===== src/rtl/oven_pkg.sv =====
// Shared types and constants for the oven cooking-time counter.
package oven_pkg;

  typedef enum logic [2:0] {
    ST_IDLE,
    ST_LOADED,
    ST_RUN,
    ST_HOLD,
    ST_DONE
  } oven_cnt_state_t;

  localparam int unsigned T30  = 30;
  localparam int unsigned T60  = 60;
  localparam int unsigned T120 = 120;

  localparam int unsigned CYCLES_PER_SEC_DEFAULT = 1;

  // Longest selection wins; zero means no selection.
  function automatic int unsigned preset_of(input logic s30, input logic s60,
                                            input logic s120);
    if (s120)     return T120;
    else if (s60) return T60;
    else if (s30) return T30;
    else          return 0;
  endfunction

endpackage


===== src/rtl/oven_tick_gen.sv =====
// Seconds prescaler: pulses tick on the enabled edge that wraps the phase counter.
module oven_tick_gen #(
  parameter int unsigned CYCLES_PER_SEC = 1
) (
  input  logic clk,
  input  logic reset,
  input  logic en,
  input  logic clear,
  output logic tick,
  output logic at_wrap
);

  // A one-bit counter that never leaves 0 covers CYCLES_PER_SEC=1 (tick == en).
  localparam int unsigned PW = (CYCLES_PER_SEC > 1) ? $clog2(CYCLES_PER_SEC) : 1;

  logic [PW-1:0] pre_q, pre_d;

  assign at_wrap = (pre_q == PW'(CYCLES_PER_SEC - 1));
  assign tick    = en && at_wrap;

  always_comb begin
    pre_d = pre_q;
    if (clear)        pre_d = '0;
    else if (en)      pre_d = at_wrap ? '0 : pre_q + PW'(1);
  end

  always_ff @(posedge clk) begin
    if (reset) pre_q <= '0;
    else       pre_q <= pre_d;
  end

endmodule


===== src/rtl/oven_counter.sv =====
// Cooking-time down counter paired with ctrl_oven: load, run, pause, expire.
module oven_counter
  import oven_pkg::*;
#(
  parameter int unsigned CYCLES_PER_SEC = CYCLES_PER_SEC_DEFAULT,
  parameter int unsigned CNT_W          = 7
) (
  input  logic             clk,
  input  logic             reset,
  input  logic             s30,
  input  logic             s60,
  input  logic             s120,
  input  logic             time_set,
  input  logic             start_count,
  input  logic             stop_count,
  output logic             timeout,
  output logic [CNT_W-1:0] remaining,
  output logic             counting,
  output logic             paused
);

  oven_cnt_state_t  state_q, state_d;
  logic [CNT_W-1:0] rem_q, rem_d;
  logic [CNT_W-1:0] preset;
  logic             timeout_q, counting_q, paused_q;
  logic             load, adv, tick, at_wrap, last_tick;

  assign preset    = CNT_W'(preset_of(s30, s60, s120));
  assign last_tick = (rem_q == CNT_W'(1)) && at_wrap;

  oven_tick_gen #(
    .CYCLES_PER_SEC(CYCLES_PER_SEC)
  ) u_tick (
    .clk    (clk),
    .reset  (reset),
    .en     (adv),
    .clear  (load),
    .tick   (tick),
    .at_wrap(at_wrap)
  );

  always_comb begin
    state_d = state_q;
    rem_d   = rem_q;
    load    = 1'b0;
    adv     = 1'b0;
    unique case (state_q)
      ST_IDLE: begin
        if (time_set && preset != '0) begin
          load    = 1'b1;
          state_d = ST_LOADED;
        end
      end
      ST_LOADED: begin
        if (!time_set) begin
          state_d = ST_IDLE;
          rem_d   = '0;
        end else begin
          load = (preset != '0);
          if (start_count && !stop_count) state_d = ST_RUN;
        end
      end
      // stop_count is ignored on the edge that delivers the final tick
      ST_RUN: begin
        if (!stop_count || last_tick) adv = 1'b1;
        else                          state_d = ST_HOLD;
      end
      // The resuming edge counts, so HOLD costs exactly its stop cycles
      ST_HOLD: begin
        if (start_count && !stop_count) begin
          adv     = 1'b1;
          state_d = ST_RUN;
        end
      end
      ST_DONE: begin
        state_d = ST_IDLE;
        rem_d   = '0;
      end
      default: begin
        state_d = ST_IDLE;
        rem_d   = '0;
      end
    endcase
    if (load) rem_d = preset;
    if (tick && rem_q != '0) begin
      rem_d = rem_q - CNT_W'(1);
      if (rem_q == CNT_W'(1)) state_d = ST_DONE;
    end
  end

  always_ff @(posedge clk) begin
    if (reset) begin
      state_q    <= ST_IDLE;
      rem_q      <= '0;
      timeout_q  <= 1'b0;
      counting_q <= 1'b0;
      paused_q   <= 1'b0;
    end else begin
      state_q    <= state_d;
      rem_q      <= rem_d;
      timeout_q  <= (state_d == ST_DONE);
      counting_q <= (state_d == ST_RUN);
      paused_q   <= (state_d == ST_HOLD);
    end
  end

  assign timeout   = timeout_q;
  assign remaining = rem_q;
  assign counting  = counting_q;
  assign paused    = paused_q;

endmodule


===== config.mk =====
export PLATFORM = sky130hd
export DESIGN_NAME = oven_counter
export DESIGN_NICKNAME = d
export VERILOG_FILES = /design/src/rtl/oven_pkg.sv /design/src/rtl/oven_tick_gen.sv /design/src/rtl/oven_counter.sv
export SDC_FILE = /design/constraint.sdc
export NUM_CORES = 1
export LEC_CHECK = 0
export CAP_MARGIN = 5
export CORE_MARGIN = 2
export CORE_UTILIZATION = 28
export CTS_CLUSTER_DIAMETER = 30
export DETAILED_ROUTE_END_ITERATION = 12
export HOLD_SLACK_MARGIN = 0.08
export SYNTH_ARGS = -nofsm -noshare
export SYNTH_HDL_FRONTEND = slang
export SYNTH_SLANG_ARGS = --single-unit

===== constraint.sdc =====
create_clock -name clk -period 2.2 [get_ports clk]
set_input_delay 0.44 -clock clk [delete_from_list [all_inputs] [get_ports clk]]
set_output_delay 0.44 -clock clk [all_outputs]
set_load 0.05 [all_outputs]

Word-level counts from Yosys, hierarchy flattened
Cells that the tools add are included.
Storage, ports and cells
  memory bits (read-only): 0
  memories kept: 0
  latch bits: 0
  bits in writable memories: 0
  input port bits: 8
  bits in registers: 14
  output and inout port bits: 10
  logic and storage cells: 52
Operators by class
  divide/modulo/power cells: 0
  shifts and indexed selects: 0
  reduce and logical (&&, ||, !) cells: 13
  bitwise gates (word level): 1
  add/subtract/negate cells: 2
  multiplexer cells: 21
  $mul: 0
  order comparisons: 0
  eq/ne operators: 9
Operator list (number)
  2-to-1 mux 7 bit: 4
  2-to-1 mux 3 bit: 6
  one-hot mux 7 bit (2 select lines): 1
  nonzero test 7 bit: 2
  == test 3 x 2 -> 1 bit, second input constant: 4
  one-hot mux 3 bit (4 select lines): 1
  == test 7 x 1 -> 1 bit, second input constant: 1
  subtractor 7 x 1 -> 7 bit, second input constant: 1
  2-to-1 mux 6 bit: 1
  logical AND 1 bit: 5
  2-to-1 mux 1 bit: 5
  2-to-1 mux 5 bit: 1
  != test 4 bit, second input constant: 1
  one-hot mux 1 bit (2 select lines): 2
  == test 3 x 1 -> 1 bit, second input constant: 1
  == test 3 bit, second input constant: 1
  zero test 3 bit: 1
  != test 3 x 1 -> 1 bit, second input constant: 1
  OR reduction 3 bit: 1
  AND reduction 2 bit: 1
  OR reduction 2 bit: 1
  adder 1 bit, second input constant: 1
  zero test 1 bit: 1
  logical OR 1 bit: 1
  inverter 1 bit: 1

Longest topological paths before layout
Gate-level depths: netlist of the first run.
  depth after elaboration: 10
  depth in mapped cells: 7
  depth with buffers taken out: 6

By module
A second synthesis of the first run with hierarchy kept.
Unflattened totals
  cell total of the unflattened synthesis: 94
  area, all modules: 779.5 sq um
By module, submodules not included
  oven_counter: area an instance 760.7 sq um, cells an instance 91, instances 1, sequential area each 260.2 sq um
  oven_tick_gen: area an instance 18.8 sq um, cells an instance 3, instances 1, sequential area each 0.0 sq um

Worst setup path after synthesis of the first run
No wires, ideal clock.
  path type: register to register
  start point: reg rem_q[0] (netlist: remaining[0])
  end point: reg rem_q[3] (netlist: remaining[3])
  period minus slack after synthesis: 2123 ps
  path buffers: 0
  arrival time: 2007 ps
  library setup time: 116 ps
  required time: 2084 ps
  stages on the path, launching flop included: 6
  setup slack: 77 ps
  path through: dfxtp_1 -> inv_1 -> ha_1 -> a221oi_4 -> mux2_1 -> o211a_1
Between the ends
  cells in the longest elaborated chain, start to end: 9
  elaborated cells on any way between the ends: 13
  classes of those cells: add/sub (1); eq/ne (3); mux (3); reduce/logical (6)
Ends and longest elaborated chain
  start: declaration: RTL line oven_counter.sv:23  | logic [CNT_W-1:0] rem_q, rem_d;
  start signal: assignment: RTL line oven_counter.sv:100  | rem_q <= rem_d;
  == test 7 x 1 -> 1 bit: RTL line oven_counter.sv:29  | assign last_tick = (rem_q == CNT_W'(1)) && at_wrap;
  logical AND 1 bit: RTL line oven_counter.sv:29
  logical OR 1 bit: RTL line oven_counter.sv:65  | if (!stop_count || last_tick) adv = 1'b1;
  2-to-1 mux 1 bit: RTL line oven_counter.sv:65
  one-hot mux 1 bit (2 select lines): RTL line oven_counter.sv:47  | unique case (state_q)
  logical AND 1 bit: RTL line oven_tick_gen.sv:19  | assign tick = en && at_wrap;
  logical AND 1 bit: RTL line oven_counter.sv:85  | if (tick && rem_q != '0) begin
  != test 4 bit (no line) or != test 3 x 1 -> 1 bit (tied branches)
  AND reduction 2 bit (no line)
Parallel ways exist; a longest one is shown, timed or not.
A chain may end at the register's enable or synchronous reset.

Worst setup path in the final report of the first run
  start point: reg rem_q[2] (netlist: remaining[2])
  end point: out remaining[2]
RTL lines
  end: declaration: RTL line oven_counter.sv:17  | output logic [CNT_W-1:0] remaining,
No word-level cell between the ends.

==> results.yml, run 1 <==
outcome:
  status: "finished, final reports clean"
critical_path:
  r2r_slack_ps: 270
  arrival_ps: 1620
  cp.buffers_inverters: 1
  crit_path_start_kind: "flop"
  critPathMaxStageDelay_ps: 860
  crit_family: "buffers and inverters"
  path_cells: "clkdlybuf4s50_1"
  worstSetupPathType: "reg -> out"
  cpMaxStageDelayCell: "clkdlybuf4s50_1"
  end_kind: "primary output"
  worstPathRequired_ps: 1760
  path_max_fanout: 6
power_and_ir_drop:
  power_switching_uw: 211.5
  total_power_uw: 606.4
  combinationalPowerShare_pct: 29.6
  power_density_nw_per_um2: 575.6
  power_frac_clock_pct: 26.2
  intPower_uw: 394.8
  switching_share_pct: 34.89
  p_leak_nw: 0.4275
  sequentialPowerShare_pct: 44.2
  ir_drop_uv: 297.7
floorplan:
  die_x_um: 56.68
  die_h_um: 56.68
  ioPinCount: 18
  row_count: 19
  core_um2: 2686
  initial_core_util_pct: 28.92
  die_area_um2: 3213
clock_network:
  cts_tree: "built"
  ctsHoldBuffers: 0
  cts-root-buf: "clkbuf_4"
  cts.sinks: 13
  cts_max_path_buffers: 2
  path_clk_slew_ps: 80
  clock_latency_ps: 290
  cts_buffers: 3
  cts_resized: 0
  cts-htree-levels: 1
  cts_setup_buffers: 0
cells_and_area:
  register_area_um2: 260.3
  drive_gt1_share_pct: 11.30
  multi_input_area_um2: 483.0
  syn_to_final_growth_pct: 35.59
  layoutNonFillerInstCount: 146
  final_nets: 127
  n_fill_cell: 281
  fin_util_pct: 39.22
  stdcell_area_um2: 1054
  antenna_cells: 0
yosys:
  synth_mux_area_share_pct: 2.738
  netlist_area_um2: 777.0
  ys_types: 36
  synth_nets: 99
  synth_xor_area_share_pct: 0
  ys_seq_elements: 13
  synth_cells: 88
  synthAdderAreaFrac_pct: 4.831
  synth_top_family_by_area: "simple AND/OR/NAND/NOR gates"
  yosysSeqAreaShare_pct: 33.49
  yosys.area_share.simple_pct: 27.54
  synth_compound_area_share_pct: 27.05
  yosysWarnings: 0
  syn_avg_cell_area_um2: 8.829
sta:
  max_freq_mhz: 486.0
  slew_headroom_pct: 65.56
  slew_violations: 0
  tns_ps: 0
  hold_violations: 0
  setup_violations: 0
  period_needed_ps: 2058
  rsz0062_at_grt: "false"
  tightest_slew_ps: 515.0
  finClkSkew_ps: 2.772
  period_share_pct: 93.53
grt:
  grt_pass1_wl_um: 3470
  grtUsageTotal_pct: 14.27
  grt_pass1_vias: 783
  grt_max_degree: 10
  gr-total-overflow: 0
  antenna_found_initial: 0
route:
  wl_per_cell_um: 13.57
  drt-total-wl_um: 1981
  drtPass1Iterations: 4
  via_count: 791
  avgViaCountPerCell: 5.418
  ant_nets: 0
  drt_iter0_drc: 14
  drc: 0
placement:
  io_buffers: 17
  dp_hpwl_um: 1510
  gp_congestion: 0.7954
  dp_cells: 142
  place_area_um2: 1027
hold_path:
  worstHoldPathType: "reg -> reg"
job:
  drv_cap: 0
[power by group through the flow]
stage	Combinational, mW	Sequential, mW	Clock, mW
floorplan	0.0811	0.307	0
finish	0.180	0.268	0.159
global placement	0.176	0.274	0
global route	0.195	0.270	0.183
detailed placement	0.178	0.273	0
CTS	0.179	0.268	0.170
[placed cells by master, fill, tap and decap left out, types with 2 or more instances in the layout]
master / Yosys / final
o31ai_1: 2 / 2
nor2_1: 9 / 9
nand3_1: 2 / 2
buf_4: 0 / 7
a21oi_1: 3 / 3
o22a_1: 2 / 2
nor3_1: 5 / 5
and2_1: 3 / 3
nor4_1: 2 / 2
dfxtp_1: 13 / 13
a31oi_1: 3 / 3
o21ai_1: 3 / 3
inv_1: 6 / 6
clkbuf_4: 0 / 3
o221a_1: 2 / 2
clkdlybuf4s50_1: 0 / 17
nor2b_1: 3 / 3
ha_1: 3 / 3
o211a_1: 2 / 2
nand2_1: 6 / 6
[layer usage]
layer | up-vias | GRT usage [%] | wire length (um)
met3 | 4 | 5.760 | 122
met2 | 25 | 21.43 | 896
met4 | 0 | 7.143 | 37
li1 | 389 | - | -
met5 | - | 0 | 0
met1 | 373 | 17.43 | 924
[sequential cells by signal (all words and copies together), names as in the netlist]
| register | flops |
|---|---|
| remaining | 7 |
| state_q | 3 |
| counting | 1 |
| paused | 1 |
| timeout | 1 |
[kinds of logic (layout without fill, tap and decap cells)]
group | after synthesis | count (layout)
buf+inv | 7 | 34
mux | 2 | 2
fa+ha+maj | 3 | 3
flops | 13 | 13
simple gates | 38 | 38
compound gates | 25 | 25
[Yosys cell counts]
cell      count  area share [%]
nor2_1        9             4.3
nor4b_1       1             1.1
nor3b_1       1            0.97
a21oi_1       3             1.9
o22a_1        2             2.3
nand3_2       1             1.3
a21boi_0      1            0.97
nor4_1        2             1.6
nor3_1        5             3.2
dfxtp_1      13              33
a31oi_1       3             2.4
o21ai_1       3             1.9
o32ai_1       1             1.1
buf_6         1             1.4
and2_1        3             2.4
nand2b_1      1            0.81
nand2_1       6             2.9
ha_1          3             4.8
a221oi_4      1             3.4
o211a_1       2             2.6
nor2b_1       3             2.4
a41o_1        1             1.3
inv_1         6             2.9
mux2_1        1             1.4
a211oi_1      1            0.97
o221a_1       2             2.9
a21o_1        1            0.97
o21ba_1       1             1.3
mux2i_1       1             1.3
o31ai_1       2             1.9
nand3_1       2             1.3
or3_1         1            0.81
nor4_4        1             2.7
nand4_1       1            0.81
and3_1        1            0.81
a221oi_1      1             1.1
[stage by stage]
step | hold WS [ps] | setup WS (ps)
global route | 595.4 | 79.95
detailed placement | 556.5 | 39.20
floorplan | 518.7 | 76.97
CTS | 571.7 | 116.8
finish | 564.0 | 142.3
global placement | 534.1 | 41.25
[final timing paths]
kind,startpoint,endpoint,cells past startpoint
worst max register to register,remaining[2]$_SDFFE_PP0P_,remaining[2]$_SDFFE_PP0P_,6
worst max-delay path,remaining[2]$_SDFFE_PP0P_,remaining[2],1
worst min register to register,remaining[6]$_SDFFE_PP0P_,remaining[6]$_SDFFE_PP0P_,2
worst min-delay path,remaining[6]$_SDFFE_PP0P_,remaining[6]$_SDFFE_PP0P_,2
[area by class of cell]
cell class              count  share of cell area [%]
clock buffers               4                   2.494
inverters                   6                   2.138
multi-input cells          68                   45.84
flip-flops and latches     13                   24.70
well taps                  31                   3.682
repair buffers             24                   21.14
No activity file was read; power rests on OpenSTA's default activity.
==> run 2: changes to the inputs <==
HOLD_SLACK_MARGIN = 0.1   (was 0.08)
PLACE_DENSITY = 0.5   (was default)
==> run 2 against run 1 <==
  * Sequential cell count unchanged
  * Critical endpoint unchanged
  * Sequential share of layout area fell by 0.17 points
  * Count of clock-buffer cells in the layout did not move
  * Global-route usage is 0.80 points lower
  * Clock skew increased by 10 ps
  * Clock power up 4%
  * Non-clock buffer count grew 1
  * Maximum frequency down 1.6%
==> results.yml, run 2 (synthesis results as in run 1) <==
outcome:
  status: "finished, final reports clean"
cells_and_area:
  final_cell_mix: "clkdlybuf4s50_1 (17), dfxtp_1 (13), nor2_1 (9)"
  drive_gt1_share_pct: 12.07
  largest_register_ffs: 7
  antenna_cells: 0
  stdcell_area_um2: 1061
  fin_util_pct: 39.50
  syn_to_final_growth_pct: 36.55
  layoutNonFillerInstCount: 147
  final_nets: 128
  layout_commonest_cell: "clkdlybuf4s50_1"
route:
  ant_nets: 0
  drc: 0
  wl_per_cell_um: 13.43
  drt_iter0_drc: 13
  drtPass1Iterations: 4
  via_count: 747
  drt-total-wl_um: 1974
  avgViaCountPerCell: 5.082
sta:
  slew_headroom_pct: 66.54
  period_share_pct: 95.05
  period_needed_ps: 2091
  finClkSkew_ps: 13.25
  tightest_slew_ps: 500.4
  layout_setup_ws_ps: 108.9
  setup_violations: 0
  rsz0062_at_grt: "false"
  hold_violations: 0
  tns_ps: 0
  max_freq_mhz: 478.2
  slew_violations: 0
  holdWs_ps: 551.0
clock_network:
  cts.sinks: 13
  cts_setup_buffers: 0
  cts-htree-levels: 1
  cts-root-buf: "clkbuf_4"
  clock_latency_ps: 290
  cts_resized: 0
  ctsHoldBuffers: 0
  path_clk_slew_ps: 100
  cts_max_path_buffers: 2
  cts_buffers: 3
  cts_tree: "built"
floorplan:
  core_um2: 2686
  row_count: 19
  die_h_um: 56.68
  initial_core_util_pct: 28.92
  die_x_um: 56.68
  ioPinCount: 18
  die_area_um2: 3213
job:
  drv_cap: 0
power_and_ir_drop:
  power_density_nw_per_um2: 579.0
  total_power_uw: 614.4
  p_leak_nw: 0.4323
  ir_drop_uv: 364.7
critical_path:
  arrival_ps: 1650
  end_kind: "primary output"
  cpMaxStageDelayCell: "clkdlybuf4s50_1"
  path_max_fanout: 6
  path_cells: "clkdlybuf4s50_1"
  r2r_start: "remaining[2]$_SDFFE_PP0P_"
  crit_family: "buffers and inverters"
  worstPathRequired_ps: 1760
  worstSetupPathType: "reg -> out"
  crit_path_start_kind: "flop"
  timing.rr.end: "remaining[2]$_SDFFE_PP0P_"
  r2r_slack_ps: 240
  r2r_cells: 6
  cp.buffers_inverters: 1
  critPathMaxStageDelay_ps: 860
placement:
  io_buffers: 17
  gp_congestion: 0.8603
  dp_hpwl_um: 1483
  dp_cells: 143
  place_area_um2: 1035
  dpl_worst_slack_ps: 43.17
grt:
  grt_max_degree: 10
  gr-total-overflow: 0
  grt_pass1_wl_um: 3325
  grt_pass1_vias: 714
  antenna_found_initial: 0
  grtUsageTotal_pct: 13.46
hold_path:
  worstHoldPathType: "reg -> reg"
  min_path_cells: 2
  hold_end: "remaining[6]$_SDFFE_PP0P_"
  hp-start: "remaining[6]$_SDFFE_PP0P_"
==> run 2: layout make-up <==
class | count | area [um^2]
clock buffer | 4 | 26.28
fill | 277 | 1625
inverter | 6 | 22.52
multi-input combinational | 68 | 483.0
sequential | 13 | 260.3
tap | 31 | 38.79
timing repair buffer | 25 | 230.2
==> run 2: worst max path at each step <==
stage | start | to | slack, ps | cells past startpoint
after global placement | s60 | remaining[6]$_SDFFE_PP0P_ | 80 | 5
after global routing | remaining[2]$_SDFFE_PP0P_ | remaining[2] | 60 | 1
after detailed placement | start_count | remaining[2]$_SDFFE_PP0P_ | 40 | 7
after floorplan | remaining[0]$_SDFFE_PP0P_ | remaining[3]$_SDFFE_PP0P_ | 80 | 5
final | remaining[2]$_SDFFE_PP0P_ | remaining[2] | 110 | 1
after CTS | remaining[2]$_SDFFE_PP0P_ | remaining[2] | 110 | 1
==> run 2: metal layers <==
metal  vias to the layer above  track usage (%)  routed length, um  part of all wire [%]
li1                        387                -                  -                     -
met1                       334            19.27                990                    50
met2                        24            19.10                831                    42
met3                         2            4.839                133                   6.7
met4                         0            3.061                 19                  0.96
met5                         -                0                  0                     0
==> run 2: power by group <==
part / internal [mW] / switching [mW] / total (mW)
Combinational: 0.0773 / 0.102 / 0.180
Clock: 0.0705 / 0.0957 / 0.166
Sequential: 0.248 / 0.0205 / 0.268
Total: 0.396 / 0.219 / 0.614
==> run 2: worst reg2reg max path: cells and delay by family (launching register included) <==
family                 cells  cell delay [ps]
AND/OR/NAND/NOR            2              580
buffers and inverters      1              220
flip-flops                 1              400
AO/OA/AOI/OAI              3              670
==> run 3: changes to the inputs <==
CAP_MARGIN = default   (was 5)
==> results of run 3 <==
Same layout as run 2: the final DEF is identical, and so are final timing and power.
==> edit (flow settings as in run 2) <==
Set the parameter `CNT_W` to 5 (it was 7).
--- a/src/rtl/oven_counter.sv
+++ b/src/rtl/oven_counter.sv
@@ -3,7 +3,7 @@
   import oven_pkg::*;
 #(
   parameter int unsigned CYCLES_PER_SEC = CYCLES_PER_SEC_DEFAULT,
-  parameter int unsigned CNT_W          = 7
+  parameter int unsigned CNT_W          = 5
 ) (
   input  logic             clk,
   input  logic             reset,
Ports: changed (resized remaining); port bits go from 18 to 16. No check against the original RTL was run, so the function may have changed too.
==> edit against run 2 <==
  * Area after synthesis fell by 20%
  * Fmax increased by 1.5%
  * Utilization is 0.18 points lower
  * Final area decreased by 20%
  * Global-route usage is 1.1 points lower
  * Sequential share of layout area is 1.7 points higher
  * Wire length shrank 27%
  * Sequential cell count fell by 2
  * Critical path depth rose by 6
  * Worst setup slack improved by 0.031 ns
  * Total power down 24%
==> edit: results (changes against run 2) <==
[placement]
place_congestion=0.814  ; was 0.860
io_buffers=15  ; was 17
placed_cell_area_um2=817  ; was 1030 um2
dp_cells=114  ; was 143
place_ws_ns=-0.0812  ; was 0.0432 ns

[synth]
yosysSeqAreaShare_pct=35.3  ; was 33.5%
syn-num-nets=81  ; was 99
synthCells=70  ; was 88
synth_area_leaders=dfxtp_1, ha_1, nor2_1  ; unchanged
yosys.cell_types.count=34  ; was 36
synth_commonest_cells=dfxtp_1, nor2_1, inv_1, nor3_1  ; was dfxtp_1, nor2_1, inv_1, nand2_1, nor3_1

[clock_network]
clk_pin_slew_ns=0.08  ; was 0.10 ns
numCtsBuffers=3  ; unchanged

[final_layout]
final_nets=102  ; was 128
drive_above_1_share_pct=17.8  ; was 12.1%
largest_reg_flops=5  ; was 7
fillers=220  ; was 277
area_delta_synth_final_pct=35.5  ; was 36.6%

[timing]
skew_ns=0.00653  ; was 0.0133 ns
timing.hold.ws_ns=0.550  ; was 0.551 ns
tightest_slew_ns=0.499  ; was 0.500 ns

[routing]
drt-initial-drc-count=7  ; was 13
drt_wl_total_um=1450  ; was 1970 um
vias=603  ; was 747
wire_per_inst_um=12.3  ; was 13.4 um

[worst_setup_path]
worst-r2r-setup-slack_ns=0.14  ; was 0.24 ns
r2r-start=remaining[1]  ; was remaining[2]
cp.arrival_ns=2.24  ; was 1.65 ns
reg2reg_depth=7  ; was 6
r2r-end=remaining[4]  ; was remaining[2]

[global_routing]
grt_start_max_net_pins=9  ; was 10
grt_use_total_pct=12.3  ; was 13.5%
grt_pass1_wl_um=2280  ; was 3330 um

[pwr]
leakagePower_nw=0.314  ; was 0.432 nW
vdd_drop_max_mv=0.246  ; was 0.365 mV

[status]
status=finished, final reports clean  ; unchanged

[min_path]
hold_end=remaining[0]  ; was remaining[6]
min_from=remaining[0]  ; was remaining[6]
whs_path_depth=2  ; unchanged

[edit: cell types whose count changed after synthesis, sizes merged, moves of 2 or more]
cell,delta
a221oi,-2
a31oi,-2
and2,-2
dfxtp,-2
nand2,-4
o22a,-2
o31ai,-2
or4b,+2
[edit: worst max-delay path by stage]
stage                            start            to  cells past startpoint  slack (ns)
after floorplan           remaining[1]  remaining[4]                      8        0.02
after global placement             s60  remaining[3]                      6       -0.04
after detailed placement           s60  remaining[3]                      6       -0.08
after CTS                 remaining[1]  remaining[4]                      7        0.15
after global routing      remaining[1]  remaining[4]                      7        0.06
final                     remaining[1]  remaining[4]                      7        0.14
[edit: cell families after synthesis]
kind of cell / Yosys count / share of synthesized area (%)
AND/OR/NAND/NOR: 32 / 29.9
AO/OA/AOI/OAI: 17 / 23.3
flip-flops: 11 / 35.3
buffers and inverters: 7 / 5.42
adder cells (fa/ha/maj): 3 / 6.02
[edit: critical path, stage by stage, from the launching register on]
cell and delay, ns:
dfxtp_1 0.31, inv_1 0.14, ha_1 0.23, or4b_1 0.47, o211ai_2 0.17, nor2_4 0.09
a311o_2 0.39, and3_1 0.16
[edit: cell type report]
type / count / share of cell area, %
clock buffer: 3 / 2.67
clock inverter: 1 / 0.593
timing repair buffer: 18 / 20.4
inverter: 5 / 2.22
tap: 28 / 4.15
multi-input combinational: 52 / 43.7
sequential: 11 / 26.2
[edit: layer usage]
layer / part of all wire (%) / vias to the layer above / GRT usage [%]
li1: - / 301 / -
met1: 47 / 285 / 15.2
met2: 47 / 14 / 18.2
met3: 3.9 / 3 / 1.75
met4: 2.0 / 0 / 11.7
met5: 0 / - / 0
[edit: power by group]
part           internal, W  total (W)  switching [W]
Combinational    0.0000474   0.000106      0.0000583
Sequential        0.000207   0.000216     0.00000879
Clock            0.0000675   0.000144      0.0000768
